[src/rtl/prog_clock_div.sv]
// Multi-channel programmable clock divider with per-channel tick and registered square wave.
// Optional phase-align input sync_i is present only when CLKDIV_SYNC_EN is defined.
module prog_clock_div #(
   parameter int unsigned NUM_CH      = 4,
   parameter int unsigned CNT_W       = 16,
   parameter int unsigned DEFAULT_DIV = 4,
   localparam int unsigned CH_W       = (NUM_CH > 1) ? $clog2(NUM_CH) : 1
) (
   input  logic              clock_in_i,
   input  logic              reset_i,
`ifdef CLKDIV_SYNC_EN
   input  logic              sync_i,
`endif
   input  logic [NUM_CH-1:0] en_i,
   input  logic [CNT_W-1:0]  div_i,
   input  logic [CH_W-1:0]   div_ch_i,
   input  logic              div_load_i,
   output logic [NUM_CH-1:0] div_busy_o,
   output logic [NUM_CH-1:0] tick_o,
   output logic [NUM_CH-1:0] clock_out_o
);

   logic              sync;
   logic [CNT_W-1:0]  cnt_q  [NUM_CH];
   logic [CNT_W-1:0]  cnt_d  [NUM_CH];
   logic [CNT_W-1:0]  div_q  [NUM_CH];
   logic [CNT_W-1:0]  div_d  [NUM_CH];
   logic [CNT_W-1:0]  pend_q [NUM_CH];
   logic [CNT_W-1:0]  pend_d [NUM_CH];
   logic [CNT_W:0]    high   [NUM_CH];
   logic [NUM_CH-1:0] wrap;
   logic [NUM_CH-1:0] busy_q, busy_d;
   logic [NUM_CH-1:0] tick_q, tick_d;
   logic [NUM_CH-1:0] clk_q, clk_d;
   logic [CNT_W-1:0]  div_eff;

`ifdef CLKDIV_SYNC_EN
   assign sync = sync_i;
`else
   assign sync = 1'b0;
`endif

   // Divisors below 2 cannot make a square wave, so they are clamped before storage.
   assign div_eff = (div_i < CNT_W'(2)) ? CNT_W'(2) : div_i;

   always_comb begin
      for (int i = 0; i < NUM_CH; i++) begin
         cnt_d[i]  = cnt_q[i];
         div_d[i]  = div_q[i];
         pend_d[i] = pend_q[i];
         busy_d[i] = busy_q[i];
         tick_d[i] = 1'b0;
         clk_d[i]  = 1'b0;
         // Extra bit keeps the all-ones divisor from overflowing.
         high[i]   = ({1'b0, div_q[i]} + (CNT_W+1)'(1)) >> 1;
         wrap[i]   = en_i[i] && (sync || (cnt_q[i] == div_q[i] - CNT_W'(1)));

         if (en_i[i]) begin
            cnt_d[i]  = wrap[i] ? '0 : cnt_q[i] + CNT_W'(1);
            tick_d[i] = wrap[i];
            clk_d[i]  = ({1'b0, cnt_d[i]} < high[i]);
            if (wrap[i] && busy_q[i]) begin
               div_d[i]  = pend_q[i];
               busy_d[i] = 1'b0;
            end
         end else begin
            cnt_d[i] = div_q[i] - CNT_W'(1);
            if (busy_q[i]) begin
               div_d[i]  = pend_q[i];
               cnt_d[i]  = pend_q[i] - CNT_W'(1);
               busy_d[i] = 1'b0;
            end
         end

         // A load on the applying edge re-arms pending for the following wrap.
         if (div_load_i && (div_ch_i == CH_W'(i))) begin
            pend_d[i] = div_eff;
            busy_d[i] = 1'b1;
         end
      end
   end

   always_ff @(posedge clock_in_i) begin
      if (reset_i) begin
         for (int i = 0; i < NUM_CH; i++) begin
            cnt_q[i]  <= CNT_W'(DEFAULT_DIV) - CNT_W'(1);
            div_q[i]  <= CNT_W'(DEFAULT_DIV);
            pend_q[i] <= CNT_W'(DEFAULT_DIV);
         end
         busy_q <= '0;
         tick_q <= '0;
         clk_q  <= '0;
      end else begin
         for (int i = 0; i < NUM_CH; i++) begin
            cnt_q[i]  <= cnt_d[i];
            div_q[i]  <= div_d[i];
            pend_q[i] <= pend_d[i];
         end
         busy_q <= busy_d;
         tick_q <= tick_d;
         clk_q  <= clk_d;
      end
   end

   assign div_busy_o  = busy_q;
   assign tick_o      = tick_q;
   assign clock_out_o = clk_q;

endmodule

[config.mk]
export PLATFORM = sky130hd
export DESIGN_NAME = prog_clock_div
export DESIGN_NICKNAME = d
export VERILOG_FILES = /design/src/rtl/prog_clock_div.sv
export SDC_FILE = /design/constraint.sdc
export NUM_CORES = 1
export LEC_CHECK = 0
export BUFFER_PORTS_ARGS = -buffer_cell sky130_fd_sc_hd__buf_4
export CORE_MARGIN = 2
export CORE_UTILIZATION = 35
export CTS_BUF_LIST = sky130_fd_sc_hd__clkbuf_16
export DETAILED_ROUTE_END_ITERATION = 12
export GPL_ROUTABILITY_DRIVEN = 0
export PLACE_DENSITY_LB_ADDON = 0.3
export SLEW_MARGIN = 20
export SYNTH_ARGS = -nofsm -noshare
export SYNTH_HDL_FRONTEND = slang
export SYNTH_SLANG_ARGS = --single-unit
[constraint.sdc]
create_clock -name clock_in_i -period 4.7 [get_ports clock_in_i]
set_input_delay 0.235 -clock clock_in_i [delete_from_list [all_inputs] [get_ports clock_in_i]]
set_output_delay 0.235 -clock clock_in_i [all_outputs]
set_load 0.02 [all_outputs]
=== Word-level counts from Yosys, hierarchy flattened ===
Memory sizes are Yosys's and may differ from the RTL's.
Cells that the tools add are included.

* Memory bits (writable): 192
* Memories kept: 3
* Output and inout port bits: 12
* Register bits after elaboration: 12
* Word-level logic and storage cells: 136

* Reductions and logical operators: 17
* Muxes and demuxes: 56
* Add/subtract/negate cells: 16
* Magnitude comparators: 5
* Bitwise operators: 16
* Equality and inequality tests: 11

{| class="wikitable"
|+ Memory list
! name !! words !! bits a word !! read ports !! clocked after memory_dff !! write ports !! line !! source
|-
| cnt_q || 4 || 16 || 4 || 0 || 4 || 24 || <nowiki>logic [CNT_W-1:0] cnt_q [NUM_CH];</nowiki>
|-
| div_q || 4 || 16 || 4 || 0 || 4 || 26 || <nowiki>logic [CNT_W-1:0] div_q [NUM_CH];</nowiki>
|-
| pend_q || 4 || 16 || 4 || 0 || 4 || 28 || <nowiki>logic [CNT_W-1:0] pend_q [NUM_CH];</nowiki>
|}

{| class="wikitable"
|+ Operators with widths
! kind !! count
|-
| 2-to-1 mux 16 bit || 41
|-
| subtractor 16 x 1 -> 16 bit, second input constant || 8
|-
| adder 16 x 1 -> 17 bit, second input constant || 4
|-
| adder 16 x 1 -> 16 bit, second input constant || 4
|-
| == test 16 bit || 4
|-
| < comparator 16 bit || 4
|-
| < comparator 16 x 2 -> 1 bit, second input constant || 1
|-
| 2-to-1 mux 1 bit || 15
|-
| logical AND 1 bit || 12
|-
| != test 3 x 1 -> 1 bit, second input constant || 4
|-
| OR 1 bit || 12
|-
| OR reduction 2 bit || 4
|-
| == test 2 bit, second input constant || 2
|-
| inverter 1 bit || 4
|-
| == test 2 x 1 -> 1 bit, second input constant || 1
|-
| zero test 2 bit || 1
|}

=== Depth between registers and ports, before layout ===
Gate-level depths: netlist of the first run.
An unclocked memory read counts as a cell.

* Word-level depth: 8
* Mapped depth: 20
* Gate-level depth less buffers: 17

=== Worst setup path before layout of the first run ===
No wires, ideal clock.

* Path type: register -> register
* Start: memory div_q[2][0]
* End: register clk_q[2] (netlist: clock_out_o[2])
* Library setup time: 0.078 ns
* Setup slack: 0.411 ns
* Cell stages (with the launch flop): 21
* Required time: 4.622 ns
* Data arrival time: 4.211 ns
* Path buffers: 3
* Cells stage by stage: dfxtp_1 > clkbuf_1 > inv_1 > ha_1 > or3b_1 > clkbuf_1 > xor2_1 > or3_1 > a311oi_1 > nand4b_1 > nor4_2 > clkbuf_1 > nor2_1 > ha_1 > a21o_1 > a21o_1 > a21oi_1 > o21ai_0 > nand2_1 > nor4_1 > nor3_1

{| class="wikitable"
|+ RTL lines
! item !! line !! source
|-
| start: declaration || 26 ||
|-
| end signal: assignment || 101 || <nowiki>clk_q <= clk_d;</nowiki>
|-
| end: declaration || 34 || <nowiki>logic [NUM_CH-1:0] clk_q, clk_d;</nowiki>
|}

==> results.json, run 1 <==
{
  "ys.flop_type": "dfxtp_1",
  "drv_slew": 0,
  "crit_required_ps": 5160,
  "ioPinCount": 37,
  "cts-root-buf": "clkbuf_16",
  "clk_path_buf_depth": 3,
  "cp.arrival_ps": 4900,
  "post_cts_buffers": 0,
  "drv_cap": 0,
  "p_leak_uw": 0.00652,
  "clock_latency_ps": 570,
  "dieHeight_microns": 215,
  "crit_path_end_kind": "flip-flop",
  "drtIter0Drc": 1141,
  "avgViaCountPerCell": 5.47,
  "grt.overflow.total": 0,
  "holdWs_ps": 74.2,
  "drt_wl_total_microns": 46200,
  "place_area_sq_um": 16300,
  "coreArea_sq_um": 44100,
  "period_needed_ps": 4440,
  "cts_max_level": 1,
  "hp-class": "input pin to flip-flop",
  "die_x_microns": 215,
  "drive_gt1_share_pct": 7.92,
  "dr.pass1.iters": 5,
  "hold_path_depth": 4,
  "syn_to_final_growth_pct": 10.7,
  "vias": 14300,
  "hold_viol": 0,
  "pre_cts_slack_ps": 335,
  "initial_utilization_pct": 35.4,
  "synth-seq-area-share_pct": 26.2,
  "min_period_over_period_pct": 94.4,
  "detail-route-antenna-nets": 0,
  "avgSynthCellArea_sq_um": 7.66,
  "drc": 0,
  "worstMarginPinSlew_ps": 938,
  "power.total_uw": 4730,
  "synth_top_area_share_pct": 26.2,
  "diodes": 0,
  "hpwl_microns": 34300,
  "placementRows": 77,
  "synth-edff-count": 0,
  "async_flop_share_pct": 0,
  "nFillCells": 4701,
  "grt_max_degree": 82,
  "vdd_ir_drop_max_mv": 0.215,
  "synth_seq_cells": 204,
  "grt_antenna_before_repair": 1,
  "ff2ff_path_depth": 17,
  "ys_types": 82,
  "worstSetupPathType": "flip-flop to flip-flop",
  "nets": 2103,
  "syn-num-nets": 2139,
  "synth_cells": 2038,
  "power_density_nw_per_um2": 273,
  "rsz0062_at_grt": "no",
  "portBuffers": 36,
  "syn_area_sq_um": 15600,
  "wl_per_cell_microns": 17.7,
  "final_cell_area_sq_um": 17300,
  "setup_viol": 0,
  "grt_pass1_wl_microns": 74100,
  "cts_made_buffers": 25,
  "max_freq_ghz": 0.225,
  "clock-skew-final_ps": 12.0,
  "synth_top_area_cell": "dfxtp_1",
  "first_global_vias": 13700,
  "cts_sinks": 204,
  "critPathLaunchType": "flip-flop",
  "tritoncts": "built",
  "relSlewSlack_pct": 37.0,
  "cp_max_fo": 7,
  "outcome": "completed",
  "yosysWarnings": 0,
  "dieArea_sq_um": 46300,
  "fin_ws_ps": 263,
  "fin_tns_setup_ps": 0,
  "clkTransAtPathRegs_ps": 60,
  "synthTopCellsByArea": "dfxtp_1, xnor2_1, xor2_1",
  "gr-usage-all-layers_pct": 19.5
}
[synth_stat cells (38+ instances only)]
master	n
nand2_1	256
nor2_1	245
dfxtp_1	204
xnor2_1	137
xor2_1	121
a21oi_1	119
clkbuf_1	119
nand3_1	103
ha_1	76
mux2i_1	55
nor3_1	52
and3_1	38
[metal layers]
layer  wire length (microns)  vias to the layer above  global-route usage (%)  share of wire (%)
met5                      16                        -                       0              0.035
li1                        -                     7046                       -                  -
met4                    1090                        2                    4.92                2.4
met3                    2040                       76                    2.39                4.4
met2                   21000                      357                    32.1                 46
met1                   22000                     6820                    26.9                 48
[logic make-up after synthesis]
group,Yosys count,share of synthesized area [%]
compound gates,335,14.4
xor+xnor,272,16.5
fa+ha+maj,76,6.09
buf+inv,181,4.69
flops,204,26.2
mux,61,3.96
simple gates,909,28.2
[flip-flops by register name, indices dropped and copies added (netlist names)]
| signal | cells |
|---|---|
| cnt_q | 64 |
| div_q | 64 |
| pend_q | 64 |
| clock_out_o | 4 |
| div_busy_o | 4 |
| tick_o | 4 |
[critical path, cell delays in order (launching register included)]
cell,delay (ps)
dfxtp_1,380
inv_1,150
ha_1,330
nor3b_1,420
xor3_1,320
a31oi_1,160
nand4_1,110
or4_4,560
nor3_4,290
and2b_1,230
ha_1,300
nor2b_1,130
o21ai_0,150
nand2b_1,70
a21oi_1,160
nand2_1,70
o21bai_1,160
a2111oi_2,330
[per-stage QoR]
stage / instances / utilization [%]
floorplan: 2038 / -
global placement: 2552 / 36.9
detailed placement: 2552 / 36.9
CTS: 2613 / 39.1
global route: 2613 / 39.2
finish: 2613 / 39.2
[cell type report]
cell class	instances	area, sq um	share of cell area (%)
multi-input cells	1653	10800	62.6
flip-flops and latches	204	4090	23.7
well taps	592	741	4.29
repair buffers	82	653	3.78
clock buffers	25	626	3.62
clock inverters	21	219	1.27
inverters	36	135	0.782
[repair_timing]
| item | in CTS | in global routing |
|---|---|---|
| hold endpoints to repair | 57 | 0 |
| gates resized for setup | 0 | 2 |
| hold buffers | 15 | 0 |
| endpoints found under the setup margin | 0 | 1 |
[layout by cell type (no fill, tap or decap), drive strengths merged, types with 14 or more instances in the layout]
cell | Yosys | final
mux2i | 55 | 55
nand2b | 19 | 19
xnor2 | 137 | 137
nor3 | 57 | 57
or3 | 15 | 15
or4 | 15 | 15
a211oi | 29 | 29
clkbuf | 119 | 25
xor2 | 121 | 121
nand4 | 36 | 36
and3 | 38 | 38
a21o | 18 | 18
o31ai | 20 | 20
nand2 | 256 | 256
nor2b | 32 | 32
o21ai | 34 | 34
nor2 | 245 | 245
and2 | 15 | 15
buf | 26 | 67
o22ai | 14 | 14
nand3 | 103 | 103
nor4 | 38 | 38
inv | 35 | 39
dlygate4sd3 | 0 | 15
dfxtp | 204 | 204
a21oi | 119 | 119
a31oi | 14 | 14
ha | 76 | 76
[worst paths after layout]
check,start,endpoint,slack [ps]
min,div_ch_i[1],pend_q[0][5]$_SDFFE_PP0P_,70
max reg2reg,div_q[0][0]$_SDFFE_PP0P_,clock_out_o[0]$_SDFF_PP0_,260
min reg2reg,div_q[1][7]$_SDFFE_PP0P_,div_q[1][7]$_SDFFE_PP0P_,480
max,div_q[0][0]$_SDFFE_PP0P_,clock_out_o[0]$_SDFF_PP0_,260
[power by group]
part | internal, uW | switching [uW]
clock | 1190 | 830
combinational | 322 | 515
sequential | 1780 | 81.8
total | 3300 | 1430
(Power assumes the default switching activity.)
==> run 2: changes to the inputs <==
--- a/config.mk
+++ b/config.mk
@@ -5,6 +5,7 @@
 export SDC_FILE = /design/constraint.sdc
 export NUM_CORES = 1
 export LEC_CHECK = 0
+export ABC_AREA = 1
 export BUFFER_PORTS_ARGS = -buffer_cell sky130_fd_sc_hd__buf_4
 export CORE_MARGIN = 2
 export CORE_UTILIZATION = 35
==> run 2 against run 1 <==
Area after synthesis increased by 1.0%. Register-to-register slack improved by 760 ps. Sequential power increased by 3%. Critical path type unchanged. Cell count increased by 20%. Fmax increased by 21%. Via count increased by 14%. Total power increased by 7.6%. Clock-buffer cell count unchanged. First-iteration DRC count increased by 13%. Sequential share of layout area decreased by 0.11 points.
==> results.json, run 2 <==
{
  "wl_per_cell_microns": 15.6,
  "final_cell_mix": "nand2_1, inv_1, nand3_1",
  "fin_tns_setup_ps": 0,
  "dieHeight_microns": 216,
  "p_leak_uw": 0.00798,
  "crit_path_end_kind": "flip-flop",
  "grt.overflow.total": 0,
  "nFillCells": 4806,
  "synth_seq_cells": 204,
  "post_cts_buffers": 0,
  "drc": 0,
  "clkTransAtPathRegs_ps": 60,
  "drive_gt1_share_pct": 6.16,
  "diodes": 0,
  "placementRows": 77,
  "synth-simple-area-share_pct": 33.4,
  "hpwl_microns": 37400,
  "reg_top3": "cnt_q: 64 flops, div_q: 64 flops, pend_q: 64 flops",
  "drtIter0Drc": 1295,
  "ioPinCount": 37,
  "clock-skew-final_ps": 9.80,
  "post-route-util_pct": 39.1,
  "gr-usage-all-layers_pct": 20.8,
  "vias": 16200,
  "synth_cells": 2523,
  "period_needed_ps": 3670,
  "nets": 2615,
  "place_area_sq_um": 16500,
  "portBuffers": 36,
  "die_x_microns": 216,
  "setup_viol": 0,
  "drt_wl_total_microns": 48800,
  "hold_viol": 0,
  "fin_ws_ps": 1030,
  "avgSynthCellArea_sq_um": 6.25,
  "synth-seq-area-share_pct": 25.9,
  "dieArea_sq_um": 46800,
  "relSlewSlack_pct": 29.4,
  "avgViaCountPerCell": 5.20,
  "synth_mux_area_share_pct": 0,
  "grt_max_degree": 57,
  "worstMarginPinSlew_ps": 1060,
  "power_density_nw_per_um2": 293,
  "clock_latency_ps": 550,
  "max_freq_ghz": 0.272,
  "coreArea_sq_um": 44300,
  "synth_top_area_share_pct": 25.9,
  "synth_top_family_by_area": "simple AND/OR/NAND/NOR gates",
  "clk_path_buf_depth": 3,
  "pre_cts_slack_ps": 1100,
  "min_period_over_period_pct": 78.2,
  "cts-root-buf": "clkbuf_16",
  "tritoncts": "built",
  "syn_area_sq_um": 15800,
  "syn-num-nets": 2624,
  "cts_max_level": 1,
  "synthMostInstantiatedCell": "nand2_1",
  "first_global_vias": 15500,
  "synth-edff-count": 0,
  "drv_cap": 0,
  "worstSetupPathType": "flip-flop to flip-flop",
  "yosysWarnings": 0,
  "rsz0062_at_grt": "no",
  "grt_pass1_wl_microns": 80000,
  "synthAdderAreaFrac_pct": 6.03,
  "grt_antenna_before_repair": 0,
  "dr.pass1.iters": 5,
  "drv_slew": 0,
  "ys.flop_type": "dfxtp_1",
  "synthTopCellsByCount": "nand2_1, inv_1, nand3_1, nor2_1, dfxtp_1",
  "mostFrequentLayoutCell": "nand2_1",
  "final_cell_area_sq_um": 17300,
  "cts_sinks": 204,
  "synth_top_area_cell": "dfxtp_1",
  "synth-compound-area-share_pct": 17.2,
  "hp-class": "input pin to flip-flop",
  "cts_made_buffers": 24,
  "initial_utilization_pct": 35.6,
  "cp.arrival_ps": 4160,
  "crit_required_ps": 5180,
  "synthXorXnorAreaFrac_pct": 6.16,
  "outcome": "completed",
  "detail-route-antenna-nets": 0,
  "cp_max_fo": 9,
  "ys_types": 57,
  "vdd_ir_drop_max_mv": 0.242,
  "critPathLaunchType": "flip-flop",
  "async_flop_share_pct": 0,
  "syn_to_final_growth_pct": 9.97,
  "synthTopCellsByArea": "dfxtp_1, nand2_1, inv_1"
}
## run 2: final timing paths
path         cells after the start                       from                         to  slack (ps)
max reg2reg                     19   div_q[1][0]$_SDFFE_PP0P_  clock_out_o[1]$_SDFF_PP0_        1030
min                              2                    en_i[1]     cnt_q[1][1]$_SDFF_PP1_          30
max                             19   div_q[1][0]$_SDFFE_PP0P_  clock_out_o[1]$_SDFF_PP0_        1030
min reg2reg                      2  pend_q[0][7]$_SDFFE_PP0P_   div_q[0][7]$_SDFFE_PP0P_         490
## run 2: where the power goes
group	internal (uW)	switching, uW	leakage, uW
registers	1820	114	0.00166
logic	397	741	0.00592
clock network	1190	826	0.000397
total	3400	1680	0.00798
## run 2: cells by family (layout without fill, tap and decap cells)
group	count (synthesis)	after routing
xor gates and xnor gates	103	103
adders and majority gates	76	76
buffers and inverters	460	469
DFF	204	204
AOI/OAI and AO/OA	483	483
and+or+nand+nor	1197	1197
## run 2: what timing repair did
item	in CTS	in global routing
gates resized for setup	0	0
hold buffers	1	0
endpoints found under the hold margin	2	0
## run 2: final cells by class
type | instances | area (sq um) | area share (%)
clock buffers | 25 | 626 | 3.61
clock inverters | 19 | 208 | 1.20
inverters | 379 | 1420 | 8.21
multi-input cells | 1859 | 9920 | 57.2
flip-flops and latches | 204 | 4080 | 23.5
well taps | 592 | 741 | 4.27
repair buffers | 46 | 348 | 2.01
## run 2: routing by layer
| layer | track usage [%] | up-vias | routed length (microns) |
|---|---|---|---|
| met1 | 27.8 | 7312 | 22300 |
| met4 | 8.49 | 0 | 1920 |
| met3 | 2.78 | 135 | 3100 |
| met2 | 33.6 | 513 | 21500 |
| li1 | - | 8281 | - |
| met5 | 0 | - | 0 |
## run 2: worst max-delay path, stage by stage (launching register included)
cell	delay (ps)
dfxtp_1	360
clkinv_1	210
ha_1	360
nand2_1	210
inv_1	60
nand3_1	80
and2_1	150
or2_1	120
nand3_1	70
a2111oi_0	350
nand4_1	450
inv_1	220
or2_2	130
inv_1	30
ha_1	300
a21oi_1	120
o21ai_0	90
nand4_1	70
o2111ai_1	90
a21oi_1	130
## run 2: through the flow
stage                     instances  power (uW)  hold WS, ps
after detailed placement       3079        3090          484
final                          3124        5080         30.2
after global placement         3079        3070          470
after floorplan                2523        2780          361
after CTS                      3124        5120         18.7
after global routing           3124        5360         26.3
